`src/rtl/ctl_pkg.sv`:
```
// ctl_pkg: shared types and constants for the duck round sequencer.
// Holds the sequencer state encoding, the LFSR seed/taps and the
// screen-derived launch limits used by ctl_round and lfsr16.
package ctl_pkg;

  typedef enum logic [2:0] {
    ST_IDLE,
    ST_LAUNCH,
    ST_FLYING,
    ST_HIT,
    ST_FLY_AWAY,
    ST_NEXT,
    ST_ROUND_END,
    ST_GAME_OVER
  } state_t;

  // Fibonacci LFSR: seed and feedback taps 16,15,13,4 (bits 15,14,12,3)
  localparam logic [15:0] LFSR_SEED = 16'hACE1;
  localparam logic [15:0] LFSR_TAPS = 16'hD008;

  // Leftmost launch column; the random offset spans 0..511 above it
  localparam logic [9:0] START_X_MIN = 10'd256;

  // Largest speed the duck position controller accepts
  localparam logic [4:0] SPD_MAX = 5'd31;

  // Adds a small random jitter to a base speed, clamping at SPD_MAX
  function automatic logic [4:0] sat_add_spd(input logic [4:0] base,
                                             input logic [1:0] jitter);
    logic [5:0] sum;
    sum = {1'b0, base} + {4'b0000, jitter};
    if (sum > {1'b0, SPD_MAX}) begin
      return SPD_MAX;
    end
    return sum[4:0];
  endfunction

endpackage

```
`src/rtl/ctl_round_lfsr16.sv`:
```
// lfsr16: free-running 16-bit Fibonacci LFSR used as the random source
// for duck launch parameters. Shifts left every clock; the feedback bit is
// the XOR of the tapped bits and enters at bit 0.
module lfsr16
  import ctl_pkg::*;
(
  input  logic        clk,
  input  logic        rst,
  output logic [15:0] o_value
);

  logic [15:0] r_state;
  logic        w_feedback;

  assign w_feedback = ^(r_state & LFSR_TAPS);

  // Shift register steps every cycle and restarts from the seed on reset
  always_ff @(posedge clk or posedge rst) begin
    if (rst) begin
      r_state <= LFSR_SEED;
    end else begin
      r_state <= {r_state[14:0], w_feedback};
    end
  end

  assign o_value = r_state;

endmodule

```
`src/rtl/ctl_round.sv`:
```
// ctl_round: round/game sequencer for the duck datapath.
// Launches ducks with random start position/direction/speed, counts shots
// and hits, ends each duck by hit, exhausted shots or timeout, and decides
// whether the round passes or the game ends.
// Build option: define CTL_ROUND_SPEEDUP_EN to raise the base duck speed by
// 2 pixels/frame per round (capped at 27); otherwise speed stays BASE_SPD.
module ctl_round
  import ctl_pkg::*;
#(
  parameter int DUCKS_PER_ROUND = 10,
  parameter int SHOTS_PER_DUCK  = 3,
  parameter int FLY_FRAMES      = 300,
  parameter int HOLD_FRAMES     = 60,
  parameter int HITS_TO_PASS    = 6,
  parameter int BASE_SPD        = 4
) (
  input  logic       clk,
  input  logic       rst,
  input  logic       new_frame,
  input  logic       start,
  input  logic       shot,
  input  logic       shot_on_duck,
  output logic       duck_launch,
  output logic       duck_fly_away,
  output logic       duck_dead,
  output logic       duck_direction,
  output logic [4:0] duck_v_spd,
  output logic [4:0] duck_h_spd,
  output logic [9:0] duck_start_x,
  output logic [1:0] shots_left,
  output logic [3:0] hits,
  output logic [3:0] duck_idx,
  output logic [3:0] round_num,
  output logic       game_over
);

  localparam int FRAME_MAX = (FLY_FRAMES > HOLD_FRAMES) ? FLY_FRAMES : HOLD_FRAMES;
  localparam int FCW       = $clog2(FRAME_MAX + 1);

  localparam logic [FCW-1:0] FLY_LAST   = FCW'(FLY_FRAMES - 1);
  localparam logic [FCW-1:0] HOLD_LAST  = FCW'(HOLD_FRAMES - 1);
  localparam logic [3:0]     LAST_DUCK  = 4'(DUCKS_PER_ROUND - 1);
  localparam logic [3:0]     PASS_HITS  = 4'(HITS_TO_PASS);
  localparam logic [1:0]     SHOTS_INIT = 2'(SHOTS_PER_DUCK);
  localparam logic [4:0]     BASE_SPD_V = 5'(BASE_SPD);

  state_t r_state;
  state_t w_next;

  logic [FCW-1:0] r_frame_cnt;
  logic [1:0]     r_shots_left;
  logic [3:0]     r_hits;
  logic [3:0]     r_duck_idx;
  logic [3:0]     r_round;
  logic           r_launch;
  logic           r_fly_away;
  logic           r_dead;
  logic           r_game_over;
  logic           r_direction;
  logic [4:0]     r_v_spd;
  logic [4:0]     r_h_spd;
  logic [9:0]     r_start_x;

  logic [15:0] w_rnd;
  logic [1:0]  w_rnd_unused;
  logic        w_hit_shot;
  logic        w_miss_shot;
  logic        w_fly_timeout;
  logic        w_hold_done;
  logic        w_round_pass;
  logic        w_start_game;
  logic        w_new_round;
  logic        w_enter_launch;
  logic        w_score_hit;
  logic        w_advance_duck;
  logic        w_frame_state;
  logic [3:0]  w_round_next;
  logic [4:0]  w_speed;

  lfsr16 u_lfsr (
    .clk     (clk),
    .rst     (rst),
    .o_value (w_rnd)
  );

  // The top two random bits are not needed by any launch parameter
  assign w_rnd_unused = w_rnd[15:14];

  // A shot only counts while the duck is flying; a miss with no shots left
  // cannot occur because FLYING is left as soon as the count hits zero
  assign w_hit_shot     = shot && shot_on_duck;
  assign w_miss_shot    = (r_state == ST_FLYING) && shot && !shot_on_duck &&
                          (r_shots_left != 2'd0);
  assign w_fly_timeout  = new_frame && (r_frame_cnt == FLY_LAST);
  assign w_hold_done    = new_frame && (r_frame_cnt == HOLD_LAST);
  assign w_round_pass   = (r_hits >= PASS_HITS);
  assign w_start_game   = (r_state == ST_IDLE) && start;
  assign w_new_round    = (r_state == ST_ROUND_END) && w_round_pass;
  assign w_enter_launch = (w_next == ST_LAUNCH);
  assign w_score_hit    = (r_state == ST_FLYING) && (w_next == ST_HIT);
  assign w_advance_duck = (r_state == ST_NEXT) && (w_next == ST_LAUNCH);
  assign w_frame_state  = (r_state == ST_FLYING) || (r_state == ST_HIT) ||
                          (r_state == ST_FLY_AWAY);

  // State register
  always_ff @(posedge clk or posedge rst) begin
    if (rst) begin
      r_state <= ST_IDLE;
    end else begin
      r_state <= w_next;
    end
  end

  // Next-state decision; in FLYING an exhausted shot count wins, then a hit,
  // then the timeout, so a miss on the timeout frame still flies away
  always_comb begin
    w_next = r_state;
    case (r_state)
      ST_IDLE: begin
        if (start) begin
          w_next = ST_LAUNCH;
        end
      end
      ST_LAUNCH: begin
        w_next = ST_FLYING;
      end
      ST_FLYING: begin
        if (r_shots_left == 2'd0) begin
          w_next = ST_FLY_AWAY;
        end else if (w_hit_shot) begin
          w_next = ST_HIT;
        end else if (w_fly_timeout) begin
          w_next = ST_FLY_AWAY;
        end
      end
      ST_HIT, ST_FLY_AWAY: begin
        if (w_hold_done) begin
          w_next = ST_NEXT;
        end
      end
      ST_NEXT: begin
        w_next = (r_duck_idx == LAST_DUCK) ? ST_ROUND_END : ST_LAUNCH;
      end
      ST_ROUND_END: begin
        w_next = w_round_pass ? ST_LAUNCH : ST_GAME_OVER;
      end
      ST_GAME_OVER: begin
        if (start) begin
          w_next = ST_IDLE;
        end
      end
      default: begin
        w_next = ST_IDLE;
      end
    endcase
  end

  // Round number after this edge, so a launch in a new round already uses it
  always_comb begin
    w_round_next = r_round;
    if (w_start_game) begin
      w_round_next = 4'd1;
    end else if (w_new_round && (r_round != 4'hF)) begin
      w_round_next = r_round + 4'd1;
    end
  end

`ifdef CTL_ROUND_SPEEDUP_EN
  localparam logic [6:0] SPD_RAMP_MAX = 7'd27;
  logic [6:0] w_ramp;

  // Base speed grows by 2 per round beyond the first, capped below SPD_MAX
  // so the random jitter still has headroom
  always_comb begin
    w_ramp  = 7'(BASE_SPD) + {2'b00, w_round_next - 4'd1, 1'b0};
    w_speed = w_ramp[4:0];
    if (w_ramp > SPD_RAMP_MAX) begin
      w_speed = SPD_RAMP_MAX[4:0];
    end
  end
`else
  assign w_speed = BASE_SPD_V;
`endif

  // Frame counter times both the flight and the HIT/FLY_AWAY hold; it
  // restarts on every state change and only advances on new_frame
  always_ff @(posedge clk or posedge rst) begin
    if (rst) begin
      r_frame_cnt <= '0;
    end else if (w_next != r_state) begin
      r_frame_cnt <= '0;
    end else if (new_frame && w_frame_state) begin
      r_frame_cnt <= r_frame_cnt + 1'b1;
    end
  end

  // State-derived flags are registered from the next state so they change
  // on the edge that enters the state
  always_ff @(posedge clk or posedge rst) begin
    if (rst) begin
      r_launch    <= 1'b0;
      r_dead      <= 1'b0;
      r_fly_away  <= 1'b0;
      r_game_over <= 1'b0;
    end else begin
      r_launch    <= (w_next == ST_LAUNCH);
      r_dead      <= (w_next == ST_HIT);
      r_fly_away  <= (w_next == ST_FLY_AWAY);
      r_game_over <= (w_next == ST_GAME_OVER);
    end
  end

  // Launch parameters and shot budget are loaded on entry to LAUNCH and
  // then held until the next launch; misses consume shots while flying
  always_ff @(posedge clk or posedge rst) begin
    if (rst) begin
      r_direction  <= 1'b0;
      r_v_spd      <= 5'd0;
      r_h_spd      <= 5'd0;
      r_start_x    <= 10'd0;
      r_shots_left <= 2'd0;
    end else if (w_enter_launch) begin
      r_direction  <= w_rnd[9];
      r_v_spd      <= sat_add_spd(w_speed, w_rnd[11:10]);
      r_h_spd      <= sat_add_spd(w_speed, w_rnd[13:12]);
      r_start_x    <= START_X_MIN + {1'b0, w_rnd[8:0]};
      r_shots_left <= SHOTS_INIT;
    end else if (w_miss_shot) begin
      r_shots_left <= r_shots_left - 2'd1;
    end
  end

  // Score and progress counters: cleared at game start and on a passed
  // round, hits saturate at 15, round number follows w_round_next
  always_ff @(posedge clk or posedge rst) begin
    if (rst) begin
      r_hits     <= 4'd0;
      r_duck_idx <= 4'd0;
      r_round    <= 4'd0;
    end else begin
      r_round <= w_round_next;
      if (w_start_game || w_new_round) begin
        r_hits     <= 4'd0;
        r_duck_idx <= 4'd0;
      end else begin
        if (w_score_hit && (r_hits != 4'hF)) begin
          r_hits <= r_hits + 4'd1;
        end
        if (w_advance_duck) begin
          r_duck_idx <= r_duck_idx + 4'd1;
        end
      end
    end
  end

  assign duck_launch    = r_launch;
  assign duck_fly_away  = r_fly_away;
  assign duck_dead      = r_dead;
  assign duck_direction = r_direction;
  assign duck_v_spd     = r_v_spd;
  assign duck_h_spd     = r_h_spd;
  assign duck_start_x   = r_start_x;
  assign shots_left     = r_shots_left;
  assign hits           = r_hits;
  assign duck_idx       = r_duck_idx;
  assign round_num      = r_round;
  assign game_over      = r_game_over;

endmodule

```
`config.mk`:
```
export PLATFORM = sky130hd
export DESIGN_NAME = ctl_round
export DESIGN_NICKNAME = d
export VERILOG_FILES = /design/src/rtl/ctl_pkg.sv /design/src/rtl/ctl_round_lfsr16.sv /design/src/rtl/ctl_round.sv
export SDC_FILE = /design/constraint.sdc
export NUM_CORES = 1
export LEC_CHECK = 0
export CORE_UTILIZATION = 33
export CTS_BUF_LIST = sky130_fd_sc_hd__clkbuf_16
export CTS_CLUSTER_SIZE = 16
export DETAILED_ROUTE_END_ITERATION = 8
export PLACE_DENSITY_LB_ADDON = 0.25
export SYNTH_ARGS = -nofsm -noshare
export SYNTH_HDL_FRONTEND = slang
export SYNTH_HIERARCHICAL = 1
export SYNTH_SLANG_ARGS = --single-unit
```
`constraint.sdc`:
```
create_clock -name clk -period 5.32 [get_ports clk]
set_input_delay 0.532 -clock clk [delete_from_list [all_inputs] [get_ports clk]]
set_output_delay 0.532 -clock clk [all_outputs]
set_load 0.02 [all_outputs]
```
==> results of run 1 <==
-- worst reg2reg max path: cells and delay by family (launching register included) --
kind	cells	cell delay (ns)
AOI/OAI and AO/OA	3	0.90
and+or+nand+nor	2	0.64
DFF	1	0.43
muxes	1	0.34
adders and majority gates	1	0.19
buffers and inverters	1	0.07
-- cell type report --
type | count | area [µm²] | area share
clock buffer | 9 | 225.2 | 0.06316
inverter | 12 | 45.04 | 0.01263
multi-input combinational | 152 | 1130 | 0.3168
sequential | 62 | 1562 | 0.4379
clock inverter | 7 | 72.57 | 0.02035
tap | 105 | 131.4 | 0.03684
timing repair buffer | 40 | 400.4 | 0.1123
-- state kept, by name, indices dropped and copies added, names as in the netlist --
| name | flops |
|---|---|
| duck_launch | 1 |
| game_over | 1 |
| r_frame_cnt | 9 |
| round_num | 4 |
| duck_dead | 1 |
| hits | 4 |
| u_lfsr/o_value | 16 |
| shots_left | 2 |
| duck_start_x | 10 |
| r_state | 3 |
| duck_fly_away | 1 |
| duck_h_spd | 3 |
| duck_idx | 4 |
| duck_v_spd | 2 |
| duck_direction | 1 |
-- per-layer routing --
metal	vias up	track usage	wire length [µm]
met5	-	0	0
met4	0	0.05385	71
met3	7	0.05421	281
met2	46	0.2047	2411
met1	880	0.1767	2535
li1	890	-	-
-- synth_stat cells (all sizes together), types with 2 or more instances --
library cell  instances  share of area
and4b                 2         0.0071
nand3                 5         0.0089
nand4                 6          0.013
nor3b                 2         0.0053
and3b                 2         0.0062
or4                   2         0.0053
a31oi                 3         0.0067
ha                    7          0.031
buf                  10          0.028
xor2                  8          0.025
nand2                15          0.020
o21ai                 8          0.014
and3                  3         0.0067
o21a                  3         0.0080
nand2b                5          0.011
o31ai                 2         0.0053
mux2i                 3          0.011
nand3b                3         0.0080
nor2                 20          0.029
nor3                  3         0.0053
xnor2                 9          0.028
dfrtp                54           0.48
o211ai                2         0.0053
mux2                 14          0.075
inv                  12          0.016
nor2b                 3         0.0067
dfstp                 8          0.075
-- final timing paths --
check,from,to,slack (ns),cells after the start
setup / recovery,hits[0],duck_v_spd[1],2.62,8
hold / removal,u_lfsr/o_value[5],u_lfsr/o_value[6],0.37,0
setup reg to reg,hits[0],duck_v_spd[1],2.62,8
hold reg to reg,u_lfsr/o_value[5],u_lfsr/o_value[6],0.37,0
max in group asynchronous,rst,hits[2],3.96,2
min in group asynchronous,rst,u_lfsr/o_value[14],0.61,2
-- through the flow --
| stage | instances | setup WS (ns) | utilization |
|---|---|---|---|
| finish | 387 | 2.619 | 0.4340 |
| global route | 387 | 2.380 | 0.4340 |
| CTS | 387 | 2.624 | 0.4340 |
| detailed placement | 371 | 2.420 | 0.3977 |
| global placement | 371 | 2.485 | 0.3977 |
| floorplan | 237 | 2.917 | - |
-- logic make-up after synthesis --
logic type      count (synthesis)  share of synthesized area
buf+inv                        23                    0.04502
simple gates                   78                     0.1556
compound gates                 29                    0.07178
other cells                     1                   0.001336
mux                            17                    0.08560
fa+ha+maj                       7                    0.03121
xor+xnor                       17                    0.05306
flops                          62                     0.5564
-- power groups by stage --
stage,logic [mW],registers [mW],clock network [mW]
floorplan,0.373,0.594,0
global placement,0.489,0.586,0
detailed placement,0.493,0.588,0
CTS,0.496,0.580,0.586
global route,0.545,0.591,0.610
finish,0.492,0.579,0.571
==> impl_metrics.json, run 1 <==
{
  "holdCritPathClass": "register to register",
  "numCtsBuffers": 9,
  "drv_slew": 0,
  "ys.warnings.count": 6,
  "post-cts-setup-buffers": 0,
  "placed_cell_area_um2": 3268,
  "p_comb_frac": 0.300,
  "rows": 33,
  "drtIter0Drc": 59,
  "dr.pass1.iters": 4,
  "tightest_slew_ns": 0.9501,
  "max_freq_ghz": 0.3702,
  "cp_cell_sequence": "inv_1, ha_1, o21a_1, o311ai_0, and3_1, a211o_1, or2_4, mux2_4",
  "cp-start-kind": "register",
  "wire_per_inst_um": 13.69,
  "coreArea_um2": 8217,
  "grt_pass1_wl_mm": 9.156,
  "cts_resized": 0,
  "cp.required_ns": 5.53,
  "synth-edff-count": 0,
  "maxCapViolations": 0,
  "async_flop_share": 1.000,
  "path_buf_inv": 1,
  "outcome": "complete, no violations",
  "pwr-share-seq": 0.353,
  "powerDensity_nw_per_um2": 460.5,
  "hold_slack_ns": 0.3659,
  "cts.hold.buffers_added": 0,
  "syn_avg_cell_area_um2": 11.99,
  "die-height_um": 94.22,
  "hold_viol_final": 0,
  "clock-sinks": 62,
  "viasPerCell": 4.711,
  "setup_tns_ns": 0,
  "switching_share": 0.3441,
  "p_clk_frac": 0.348,
  "pin_count": 45,
  "synth_cell_types": 51,
  "skew_ns": 0.008541,
  "hpwl_mm": 3.564,
  "layout_common_cells": "dfrtp_1 (54), clkdlybuf4s50_1 (40), nor2_1 (19), nand2_1 (15), mux2_4 (14)",
  "cts_htree_levels": 3,
  "slowest_delay_ns": 0.43,
  "synth_cells": 234,
  "cp.arrival_ns": 2.91,
  "synth_ff_type": "dfrtp_1",
  "ant_nets": 0,
  "gp_congestion": 0.7386,
  "grt_antenna_before_repair": 0,
  "rsz0062_at_grt": "false",
  "diodes": 0,
  "relSlewSlack": 0.3657,
  "p_total_mw": 1.642,
  "drc_errors": 0,
  "drive_gt1_frac": 0.1489,
  "routed_wirelength_mm": 5.299,
  "irDropWorstVdd_mv": 0.2148,
  "fillers": 760,
  "cts_tree": "built",
  "final_area_um2": 3566,
  "p_leak_nw": 1.613,
  "p_switching_uw": 565.1,
  "clock_latency_ns": 0.33,
  "finalCriticalPeriod_ns": 2.701,
  "period_share": 0.5078,
  "critPathTopFamily": "compound AO/OA/AOI/OAI gates",
  "final_nets": 290,
  "grt_pass1_vias": 1863,
  "endpoint_kind": "register",
  "layout_commonest_cell": "dfrtp_1",
  "vias": 1823,
  "grt_max_degree": 47,
  "synth-seq-cells": 62,
  "grtUsageTotal": 0.1372,
  "port_buffers": 40,
  "initial_core_util": 0.3416,
  "critical_path_class": "register to register",
  "clk_path_buf_depth": 2,
  "intPower_mw": 1.077,
  "clk_pin_slew_ns": 0.05,
  "netlist_area_um2": 2806,
  "critPathMaxFanout": 20,
  "die_area_um2": 8877,
  "crit_slowest_cell": "dfrtp_1",
  "dieWidth_um": 94.22,
  "grt_overflow_total": 0,
  "synthToLayoutAreaGrowth_pct": 27.06,
  "setup_viol": 0,
  "cts_root_buf": "clkbuf_16",
  "ys_seq_area_frac": 0.5564
}
(Power assumes the default switching activity.)
==> run 2, diff against run 1 <==
- clock period: 5.32 -> 2.5 ns (I/O delays scaled with it)
==> impl_metrics.json, run 2 (synthesis results as in run 1) <==
{
  "outcome": "complete, no violations",
  "layout_setup_ws_ns": 0.1752,
  "drive_gt1_frac": 0.1926,
  "rows": 33,
  "clock-sinks": 62,
  "cp_cell_sequence": "or3b_1, o21bai_1, a31oi_1, a211o_1, or2_4, mux2_4",
  "critPathTopFamily": "simple AND/OR/NAND/NOR gates",
  "layout_commonest_cell": "dfrtp_1",
  "rsz0062_at_grt": "false",
  "critPathMaxFanout": 20,
  "drv_slew": 0,
  "cp-endpoint": "duck_v_spd[1]",
  "grt_use_met3": 0.05421,
  "clk_path_buf_depth": 2,
  "die-height_um": 94.22,
  "p_switching_mw": 1.262,
  "endpoint_kind": "register",
  "coreArea_um2": 8217,
  "reg2regPathDepth": 6,
  "cp.depth": 6,
  "cp.arrival_ns": 2.53,
  "routed_wirelength_mm": 5.464,
  "p_clk_frac": 0.353,
  "slowest_delay_ns": 0.46,
  "viasPerCell": 4.676,
  "cts_tree": "built",
  "gp_congestion": 0.7779,
  "tightest_slew_ns": 0.7481,
  "hpwl_mm": 3.866,
  "reg2reg_from": "r_state[0]",
  "drtIter0Drc": 76,
  "port_buffers": 40,
  "pin_count": 45,
  "p_comb_frac": 0.337,
  "clock_latency_ns": 0.33,
  "switching_share": 0.3300,
  "irDropWorstVdd_mv": 0.6180,
  "final_nets": 304,
  "cp-start-kind": "register",
  "ant_nets": 0,
  "timing.reg2reg.setup_slack_ns": 0.18,
  "cts_htree_levels": 3,
  "relSlewSlack": 0.5005,
  "skew_ns": 0.008657,
  "wire_per_inst_um": 13.63,
  "setup_viol": 0,
  "powerDensity_nw_per_um2": 1033,
  "max_freq_ghz": 0.4301,
  "worstReg2RegEnd": "duck_v_spd[1]",
  "numCtsBuffers": 9,
  "grt_pass1_wl_mm": 9.432,
  "dieWidth_um": 94.22,
  "grt_max_degree": 37,
  "grt-busiest-layer": "met2",
  "crit_slowest_cell": "or3b_1",
  "path_buf_inv": 0,
  "initial_core_util": 0.3416,
  "synthToLayoutAreaGrowth_pct": 31.92,
  "grt_overflow_total": 0,
  "critical_path_class": "register to register",
  "diodes": 0,
  "clk_pin_slew_ns": 0.06,
  "largest_register_ffs": 16,
  "maxCapViolations": 0,
  "die_area_um2": 8877,
  "grt_antenna_before_repair": 0,
  "dpl_worst_slack_ns": 0.001612,
  "hold_viol_final": 0,
  "p_leak_nw": 1.700,
  "grt_util_met2": 0.2138,
  "met1_usage": 0.1841,
  "vias": 1875,
  "cp.required_ns": 2.71,
  "intPower_mw": 2.562,
  "pwr-share-seq": 0.310,
  "cts_root_buf": "clkbuf_16",
  "period_share": 0.9299,
  "grt_pass1_vias": 1898,
  "drc_errors": 0,
  "layout_common_cells": "dfrtp_1 (54), clkdlybuf4s50_1 (40), nor2_1 (19), nand2_1 (15)",
  "startpoint": "r_state[0]",
  "setup_tns_ns": 0,
  "grtUsageTotal": 0.1423,
  "finalCriticalPeriod_ns": 2.325,
  "hold_slack_ns": 0.3272,
  "dr.pass1.iters": 4,
  "holdCritPathClass": "input port to asynchronous set/reset pin"
}
==> run 2: cell types whose count changed in the layout (fill, tap and decap cells not counted) <==
| cell | delta |
|---|---|
| bufinv_16 | +1 |
| clkinv_1 | -1 |
| inv_6 | +2 |
| clkinv_2 | -1 |
| o311ai_1 | +1 |
| clkinvlp_4 | -1 |
| buf_4 | +14 |
| o311ai_0 | -1 |
==> run 2: power by group through the flow <==
| stage | Combinational, mW | Sequential, mW | Clock, mW |
|---|---|---|---|
| floorplan | 0.793 | 1.26 | 0 |
| global placement | 1.28 | 1.21 | 0 |
| detailed placement | 1.29 | 1.20 | 0 |
| CTS | 1.30 | 1.19 | 1.39 |
| global route | 1.43 | 1.20 | 1.44 |
| finish | 1.29 | 1.19 | 1.35 |
==> run 2: final cells by class <==
type	instances	area, µm²
Sequential cell	62	1562
Multi-Input combinational cell	152	1130
Fill cell	774	4514
Clock inverter	7	103.9
Timing Repair Buffer	54	505.5
Inverter	12	45.04
Tap cell	105	131.4
Clock buffer	9	225.2
==> run 2: repair_timing <==
item	CTS	global route
setup buffers	0	0
endpoints found under the setup margin	0	14
hold endpoints to repair	0	0
resized for setup	0	1
hold buffers	0	0
==> run 2: how the worst min path moves through the flow <==
stage                          to
2_1_floorplan  u_lfsr/o_value[12]
6_report       u_lfsr/o_value[14]
5_1_grt         u_lfsr/o_value[7]
4_1_cts        u_lfsr/o_value[14]
3_5_place_dp    u_lfsr/o_value[7]
3_3_place_gp    u_lfsr/o_value[7]
==> run 2: metrics by stage <==
stage                     power (mW)  instance area [µm²]  std cells  utilization
after global placement         2.489                 3373        385       0.4105
after CTS                      3.877                 3702        401       0.4506
after detailed placement       2.496                 3373        385       0.4105
after floorplan                2.058                 2818        237            -
final                          3.824                 3702        401       0.4506
after global routing           4.065                 3702        401       0.4506
==> run 2: layer usage <==
| layer | share of wire | wire length (µm) |
|---|---|---|
| met1 | 0.48 | 2624 |
| met2 | 0.45 | 2469 |
| met3 | 0.054 | 295 |
| met4 | 0.014 | 75 |
| met5 | 0 | 0 |
